--- config.mk ---
export PLATFORM = sky130hd
export DESIGN_NAME = imem_loader
export DESIGN_NICKNAME = d
export VERILOG_FILES = /design/src/rtl/imem_loader.sv
export SDC_FILE = /design/constraint.sdc
export NUM_CORES = 1
export LEC_CHECK = 0
export CORE_UTILIZATION = 30
export DETAILED_ROUTE_END_ITERATION = 10
export GPL_TIMING_DRIVEN = 1
export PLACE_DENSITY = 0.54
export SETUP_SLACK_MARGIN = 0.05
export SLEW_MARGIN = 20
export SYNTH_ARGS = -nofsm -noshare
export SYNTH_HDL_FRONTEND = slang
export SYNTH_SLANG_ARGS = --single-unit
--- constraint.sdc ---
create_clock -name clk -period 5.23 [get_ports clk]
set_clock_uncertainty 0.15 [all_clocks]
set_input_delay 0.523 -clock clk [delete_from_list [all_inputs] [get_ports clk]]
set_output_delay 0.523 -clock clk [all_outputs]
set_load 0.05 [all_outputs]
--- src/rtl/imem_loader.sv ---
// imem_loader: receives a program as a byte stream and writes it word-by-word
// into the instruction RAM. The stream is a 2-byte big-endian word count N
// followed by N big-endian 32-bit words. The CPU is held while a load runs.
module imem_loader #(
  parameter int ADDR_WIDTH = 8
) (
  input  logic        clk,
  input  logic        reset,
  input  logic        start,
  input  logic [7:0]  byte_in,
  input  logic        byte_valid,
  output logic        byte_ready,
  output logic        wr_en,
  output logic [31:0] wr_addr,
  output logic [31:0] wr_data,
  output logic        cpu_hold,
  output logic        done,
  output logic        error
);

  typedef enum logic [2:0] {
    IDLE,
    HDR_HI,
    HDR_LO,
    DATA,
    WRITE,
    DONE,
    ERR
  } state_t;

  // RAM depth in words; 17 bits so that a full 16-bit count can be compared.
  localparam logic [16:0] DEPTH = 17'(1) << ADDR_WIDTH;

  state_t                  state_reg, state_next;
  logic [15:0]             n_reg, n_next;
  logic [ADDR_WIDTH-1:0]   word_idx_reg, word_idx_next;
  logic [1:0]              byte_cnt_reg, byte_cnt_next;
  logic [23:0]             shift_reg, shift_next;
  logic                    byte_ready_reg, byte_ready_next;
  logic                    wr_en_reg, wr_en_next;
  logic [31:0]             wr_addr_reg, wr_addr_next;
  logic [31:0]             wr_data_reg, wr_data_next;
  logic                    cpu_hold_reg, cpu_hold_next;
  logic                    done_reg, done_next;
  logic                    error_reg, error_next;

  logic                    accept;
  logic [15:0]             n_full;
  logic                    last_word;

  // A byte moves only when the source offers it and the registered ready is high.
  assign accept    = byte_valid & byte_ready_reg;
  // Header count as it becomes complete on the low-byte transfer.
  assign n_full    = {n_reg[15:8], byte_in};
  // Current word is the final one of the program.
  assign last_word = ({{(17-ADDR_WIDTH){1'b0}}, word_idx_reg} + 17'd1) == {1'b0, n_reg};

  // State register.
  always_ff @(posedge clk or negedge reset) begin
    if (!reset) begin
      state_reg <= IDLE;
    end else begin
      state_reg <= state_next;
    end
  end

  // Datapath and registered outputs.
  always_ff @(posedge clk or negedge reset) begin
    if (!reset) begin
      n_reg          <= '0;
      word_idx_reg   <= '0;
      byte_cnt_reg   <= '0;
      shift_reg      <= '0;
      byte_ready_reg <= 1'b0;
      wr_en_reg      <= 1'b0;
      wr_addr_reg    <= '0;
      wr_data_reg    <= '0;
      cpu_hold_reg   <= 1'b0;
      done_reg       <= 1'b0;
      error_reg      <= 1'b0;
    end else begin
      n_reg          <= n_next;
      word_idx_reg   <= word_idx_next;
      byte_cnt_reg   <= byte_cnt_next;
      shift_reg      <= shift_next;
      byte_ready_reg <= byte_ready_next;
      wr_en_reg      <= wr_en_next;
      wr_addr_reg    <= wr_addr_next;
      wr_data_reg    <= wr_data_next;
      cpu_hold_reg   <= cpu_hold_next;
      done_reg       <= done_next;
      error_reg      <= error_next;
    end
  end

  // Next-state logic; output registers are derived from the next state so
  // they line up with the state they describe.
  always_comb begin
    state_next    = state_reg;
    n_next        = n_reg;
    word_idx_next = word_idx_reg;
    byte_cnt_next = byte_cnt_reg;
    shift_next    = shift_reg;
    wr_addr_next  = wr_addr_reg;
    wr_data_next  = wr_data_reg;

    case (state_reg)
      IDLE, DONE, ERR: begin
        if (start) begin
          state_next    = HDR_HI;
          word_idx_next = '0;
          byte_cnt_next = '0;
        end
      end
      HDR_HI: begin
        if (accept) begin
          n_next[15:8] = byte_in;
          state_next   = HDR_LO;
        end
      end
      HDR_LO: begin
        if (accept) begin
          n_next[7:0] = byte_in;
          if (n_full == 16'd0) begin
            state_next = DONE;
          end else if ({1'b0, n_full} > DEPTH) begin
            state_next = ERR;
          end else begin
            state_next = DATA;
          end
        end
      end
      DATA: begin
        if (accept) begin
          shift_next    = {shift_reg[15:0], byte_in};
          byte_cnt_next = byte_cnt_reg + 2'd1;
          if (byte_cnt_reg == 2'd3) begin
            state_next   = WRITE;
            wr_data_next = {shift_reg, byte_in};
            wr_addr_next = {{(30-ADDR_WIDTH){1'b0}}, word_idx_reg, 2'b00};
          end
        end
      end
      WRITE: begin
        // The index is left alone on the last word so it never wraps.
        if (last_word) begin
          state_next = DONE;
        end else begin
          word_idx_next = word_idx_reg + 1'b1;
          state_next    = DATA;
        end
      end
      default: begin
        state_next = IDLE;
      end
    endcase

    byte_ready_next = (state_next == HDR_HI) || (state_next == HDR_LO) || (state_next == DATA);
    wr_en_next      = (state_next == WRITE);
    cpu_hold_next   = (state_next == HDR_HI) || (state_next == HDR_LO) || (state_next == DATA) ||
                      (state_next == WRITE) || (state_next == ERR);
    done_next       = (state_next == DONE);
    error_next      = (state_next == ERR);
  end

  assign byte_ready = byte_ready_reg;
  assign wr_en      = wr_en_reg;
  assign wr_addr    = wr_addr_reg;
  assign wr_data    = wr_data_reg;
  assign cpu_hold   = cpu_hold_reg;
  assign done       = done_reg;
  assign error      = error_reg;

endmodule

==> results.yml, run 1 <==
status:
  status: "complete, no violations"
timing:
  period_minus_slack_ns: 3.19
  fmax_ghz: 0.314
  worst_slack_ns: 2.04
  fin_crit_sh_pct: 61.0
  setup-violations-final: 0
  grt_setup_unrepaired: "false"
  hold_viol_final: 0
  report.final.slew_viol_count: 0
  worst_slew_pin_slew_ns: 0.867
  relSlewSlack_pct: 42.2
  setup_tns_ns: 0
worst_setup_path:
  arrival_ns: 3.27
  crit_path_end_kind: "register"
  path_delay_family: "buffers and inverters"
  crit_fanout: 32
  worstSetupStartpointType: "register"
  crit_top_cell: "buf_4"
  setup.worst_path.class: "register to register"
  slowest_delay_ns: 0.52
  crit_slowest_cell: "nand2_1"
  critPathBufInv: 3
  required_ns: 5.31
  path_cells: "nor2b_1, nand4_1, buf_4, clkinv_1, nand2_1, buf_4, mux2_2"
synth:
  syn_area_per_cell_um2: 10.4
  syn_inst: 426
  syn_area_mm2: 0.00442
  async_flop_share_pct: 100
  yosysWarningCount: 0
  ys_seq_area_share_pct: 55.4
  synth_seq_cells: 98
  synth-main-ff-cell: "dfrtp_1"
  synth_edf_count: 0
  synth_cell_type_count: 50
route:
  drc: 0
  route.vias.total: 3079
  drtIter0Drc: 128
  viasPerCell: 4.60
  antenna_left: 0
  wl_um: 9610
  dr.pass1.iters: 4
  wl_per_cell_um: 14.3
die:
  die_y_um: 123
  ios: 81
  die_w_um: 123
  dieArea_mm2: 0.0152
  start_util_pct: 30.5
  rows: 44
  coreArea_mm2: 0.0145
placed_design:
  hpwl_um: 6710
  detailedPlace.worstSlack_ns: 1.69
  io_buffers: 56
  gp_congestion: 0.780
power_and_ir_drop:
  p_leak_nw: 2.52
  fin_total_pwr_mw: 2.80
  vdd_drop_max_mv: 0.190
  p_per_area_mw_per_mm2: 517
worst_hold_path:
  hold_path.class: "register to register"
clock_network:
  path_clk_slew_ns: 0.07
  clk_latency_ns: 0.35
  clockBufferDepth: 2
  cts_resized: 0
  post-cts-setup-buffers: 0
  cts_tree: "done"
  cts_max_level: 3
  clockRootBuffer: "clkbuf_16"
  cts-buffers-inserted: 9
  clock-sinks: 98
global_routing:
  antenna_found_initial: 0
  globalRouteTotalUtil_pct: 13.5
  grt_max_degree: 68
  grt-ovfl-total: 0
  grt_pass1_vias: 3068
  grt_pass1_wl_um: 15600
flow_run:
  drv_cap: 0
final_layout:
  final_common_cell: "nand2_1"
  fillers: 1437
  area_delta_synth_final_pct: 22.3
  insertedDiodeCount: 0
  largest_register_ffs: 32
  final_cell_mix: "nand2_1 (139), dfrtp_1 (98), clkdlybuf4s50_1 (55)"
  drive_gt1_share_pct: 14.4
  fin_nets: 495
==> metal layers <==
metal  global-route usage [%]  share of wire, %
met5                        0                 0
met4                     6.02               1.6
met3                     2.49               2.8
met2                     20.7                47
met1                     18.6                48
==> Yosys cell counts, types with 4 or more instances <==
| cell type | n | area [µm²] |
|---|---|---|
| nand2_1 | 139 | 522 |
| dfrtp_1 | 98 | 2450 |
| mux2_2 | 39 | 439 |
| buf_4 | 25 | 188 |
| nand3_1 | 9 | 45.0 |
| xnor2_1 | 9 | 78.8 |
| clkbuf_1 | 7 | 26.3 |
| a21oi_1 | 6 | 30.0 |
| inv_1 | 6 | 22.5 |
| o21ai_0 | 6 | 30.0 |
| nand2b_1 | 5 | 31.3 |
| nand4_1 | 5 | 31.3 |
| nor2b_1 | 5 | 31.3 |
| nor3_1 | 5 | 25.0 |
| and2_1 | 4 | 25.0 |
| buf_2 | 4 | 20.0 |
| nor2_1 | 4 | 15.0 |
| o211ai_1 | 4 | 30.0 |
| o31ai_1 | 4 | 30.0 |
==> layout make-up <==
cell class | instances | area (µm²) | share of cell area [%]
Multi-Input combinational cell | 303 | 1780 | 32.8
Tap cell | 184 | 230 | 4.26
Inverter | 8 | 30.0 | 0.555
Clock inverter | 7 | 98.8 | 1.83
Timing Repair Buffer | 61 | 598 | 11.1
Sequential cell | 98 | 2450 | 45.3
Clock buffer | 9 | 225 | 4.16
==> per-stage QoR <==
| step | std cells | utilization [%] | hold slack (ns) | area [µm²] |
|---|---|---|---|---|
| 2_1_floorplan | 449 | - | 0.0774 | 4510 |
| 3_3_place_gp | 653 | 35.0 | 0.306 | 5070 |
| 3_5_place_dp | 653 | 35.0 | 0.310 | 5070 |
| 4_1_cts | 670 | 37.3 | 0.327 | 5410 |
| 5_1_grt | 670 | 37.4 | 0.361 | 5410 |
| 6_report | 670 | 37.4 | 0.322 | 5410 |
==> tightest hold or removal path, cell delays in order, from the launching register on <==
cell and delay [ns]:
dfrtp_1 0.34, nand2_1 0.05, nand2_1 0.05
==> cells by family (layout without fill, tap and decap cells) <==
kind of cell,Yosys count,in the layout,synth area share [%]
other,1,24,0.0848
and+or+nand+nor,190,190,19.0
buffers and inverters,48,85,6.48
DFF,98,98,55.4
muxes,41,41,10.4
adders and majority gates,2,2,0.566
xor gates and xnor gates,11,11,2.18
AOI/OAI and AO/OA,35,35,5.83
==> report_power, final <==
| part | switching, mW | internal [mW] | leakage (nW) |
|---|---|---|---|
| logic | 0.535 | 0.367 | 1.07 |
| registers | 0.198 | 0.985 | 1.29 |
| clock network | 0.292 | 0.423 | 0.162 |
==> repair_timing <==
action,in CTS,in global routing
endpoints found under the hold margin,31,0
setup endpoints to repair,0,0
hold buffers,1,0
==> final timing paths <==
check                         startpoint  cells after the start  slack, ns           end
min reg2reg                shift_reg[16]                      2       0.32   wr_data[24]
max reg2reg                 state_reg[0]                      7       2.04    wr_addr[2]
min in group asynchronous          reset                      2       0.52    wr_addr[5]
max                         state_reg[0]                      7       2.04    wr_addr[2]
min                        shift_reg[16]                      2       0.32   wr_data[24]
max in group asynchronous          reset                      3       3.20  state_reg[2]
Power figures use the tool's default switching activity.
==> run 2, diff against run 1 <==
==> constraint.sdc (replaced) <==
create_clock -name clk -period 3 [get_ports clk]
set_clock_uncertainty 0.15 [all_clocks]
set_input_delay 0.3 -clock clk [delete_from_list [all_inputs] [get_ports clk]]
set_output_delay 0.3 -clock clk [all_outputs]
set_load 0.05 [all_outputs]
==> run 2 against run 1 <==
Against the previous run: global-route usage increased by 0.78 points; combinational power up 77%; fmax rose by 18%; register-to-register slack got worse by 1.7 ns; largest cell class unchanged; final area is 1.4% higher; clock power up 64%; sequential power rose by 75%; first-iteration DRC count is 20% higher; total power is 73% higher; critical endpoint is now word_idx_reg[2]; count of clock-buffer cells in the layout rose by 1; worst hold slack better by 0.00075 ns.
==> results.yml, run 2 (synthesized netlist as in run 1, its figures left out) <==
final_layout:
  insertedDiodeCount: 0
  fin_cells: 680
  area_delta_synth_final_pct: 24.0
  final_common_cell: "nand2_1"
  final_cell_mix: "nand2_1 (139), dfrtp_1 (98), clkdlybuf4s50_1 (55)"
  largest_register_ffs: 32
  fin_nets: 505
  fin_area_mm2: 0.00548
  drive_gt1_share_pct: 15.9
power_and_ir_drop:
  seq_power_share_pct: 42.6
  clockPowerShare_pct: 24.2
  intPower_mw: 3.03
  p_sw_mw: 1.80
  p_per_area_mw_per_mm2: 881
  vdd_drop_max_mv: 0.328
  combPwrFrac_pct: 33.2
  p_leak_nw: 2.56
  power_switching_share_pct: 37.3
global_routing:
  grtUsageMet2_pct: 21.7
  grt_max_degree: 53
  use_met3_pct: 2.35
  grt_pass1_wl_um: 16400
  globalRouteTotalUtil_pct: 14.3
  antenna_found_initial: 0
  grt-ovfl-total: 0
  grt_pass1_vias: 3086
  grt_util_met1_pct: 20.0
  busiest_layer: "met2"
worst_setup_path:
  regToRegSetupSlack_ns: 0.30
  worstSetupStartpointType: "register"
  arrival_ns: 2.78
  required_ns: 3.08
  crit_fanout: 9
  setup.worst_path.class: "register to register"
  r2r-end: "word_idx_reg[2]"
  reg2reg_from: "word_idx_reg[3]"
  crit_path_end_kind: "register"
  ff2ff_path_depth: 7
clock_network:
  cts_tree: "done"
  clockRootBuffer: "clkbuf_16"
  clk_latency_ns: 0.34
  post-cts-setup-buffers: 0
  cts-buffers-inserted: 9
  cts_max_level: 3
  clockBufferDepth: 2
  clock-sinks: 98
  path_clk_slew_ns: 0.07
route:
  drtIter0Drc: 154
  dr.pass1.iters: 4
  drc: 0
  wl_um: 9980
  route.vias.total: 3140
  antenna_left: 0
  viasPerCell: 4.62
  wl_per_cell_um: 14.7
die:
  coreArea_mm2: 0.0145
  dieArea_mm2: 0.0152
  start_util_pct: 30.5
  die_w_um: 123
  ios: 81
  rows: 44
  die_y_um: 123
timing:
  period_minus_slack_ns: 2.70
  relSlewSlack_pct: 58.4
  hold_viol_final: 0
  grt_setup_unrepaired: "false"
  setup_tns_ns: 0
  setup-violations-final: 0
  worst_slew_pin_slew_ns: 0.624
  fin_crit_sh_pct: 90.1
  report.final.slew_viol_count: 0
  fmax_ghz: 0.370
placed_design:
  hpwl_um: 7040
  place_area_mm2: 0.00517
  placedCellCount: 663
  gp_congestion: 0.763
  io_buffers: 56
worst_hold_path:
  holdCritStartpoint: "wr_data[19]"
  hold_path.class: "register to register"
  hold_depth: 2
  whs_endpoint: "wr_data[19]"
flow_run:
  drv_cap: 0
status:
  status: "complete, no violations"
run 2: what timing repair did:
action	in CTS	in global routing
hold buffers	1	0
endpoints found under the hold margin	46	0
gates resized for setup	0	1
endpoints found under the setup margin	0	1
run 2: metal layers:
| metal | vias to the layer above | wire length (µm) |
|---|---|---|
| met4 | 0 | 176 |
| met2 | 79 | 4560 |
| met5 | - | 0 |
| met1 | 1537 | 4930 |
| met3 | 11 | 316 |
| li1 | 1513 | - |
run 2: final cells by class:
class | instances | area (µm²)
clock buffers | 10 | 229
inverters | 8 | 30.0
repair buffers | 71 | 698
fillers | 1427 | 8990
multi-input cells | 303 | 1770
flip-flops and latches | 98 | 2450
well taps | 184 | 230
clock inverters | 6 | 72.6
run 2: stage by stage:
stage	utilization (%)	power, mW	hold WS (ns)	worst slack (ns)
6_report	37.9	4.83	0.323	0.298
5_1_grt	37.9	5.12	0.356	0.143
4_1_cts	37.9	4.88	0.330	0.214
3_5_place_dp	35.7	3.69	0.223	0.264
3_3_place_gp	35.7	3.65	0.205	0.280
2_1_floorplan	-	3.18	-0.146	0.517
run 2: worst max-delay path by stage:
stage / start / to / slack (ns)
after floorplan: byte_ready / cpu_hold / 0.52
after global placement: word_idx_reg[2] / word_idx_reg[2] / 0.28
after detailed placement: word_idx_reg[2] / word_idx_reg[2] / 0.26
after CTS: word_idx_reg[2] / word_idx_reg[2] / 0.21
after global routing: word_idx_reg[2] / word_idx_reg[2] / 0.14
final: word_idx_reg[3] / word_idx_reg[2] / 0.30
run 2: power groups by stage:
stage | logic [mW] | registers (mW) | clock network [mW]
2_1_floorplan | 0.878 | 2.31 | 0
3_3_place_gp | 1.59 | 2.07 | 0
3_5_place_dp | 1.61 | 2.08 | 0
4_1_cts | 1.62 | 2.06 | 1.21
5_1_grt | 1.75 | 2.11 | 1.25
6_report | 1.60 | 2.06 | 1.17
run 2: critical path: stages, from the launching register on:
cell and delay, ns:
dfrtp_1 0.52, nand2_1 0.18, o21a_1 0.23, or4b_4 0.52, a221oi_2 0.31, and2_2 0.29
nor2_2 0.06, a2111oi_2 0.33
==> run 3, diff against run 2 <==
--- a/config.mk
+++ b/config.mk
@@ -5,6 +5,7 @@
 export SDC_FILE = /design/constraint.sdc
 export NUM_CORES = 1
 export LEC_CHECK = 0
+export ABC_CLOCK_PERIOD_IN_PS = 3000
 export CORE_UTILIZATION = 30
 export DETAILED_ROUTE_END_ITERATION = 10
 export GPL_TIMING_DRIVEN = 1
@@ -14,3 +15,4 @@
 export SYNTH_ARGS = -nofsm -noshare
 export SYNTH_HDL_FRONTEND = slang
 export SYNTH_SLANG_ARGS = --single-unit
+export TNS_END_PERCENT = 30
==> results of run 3 <==
Final layout, timing and power as in run 2 (identical DEF).
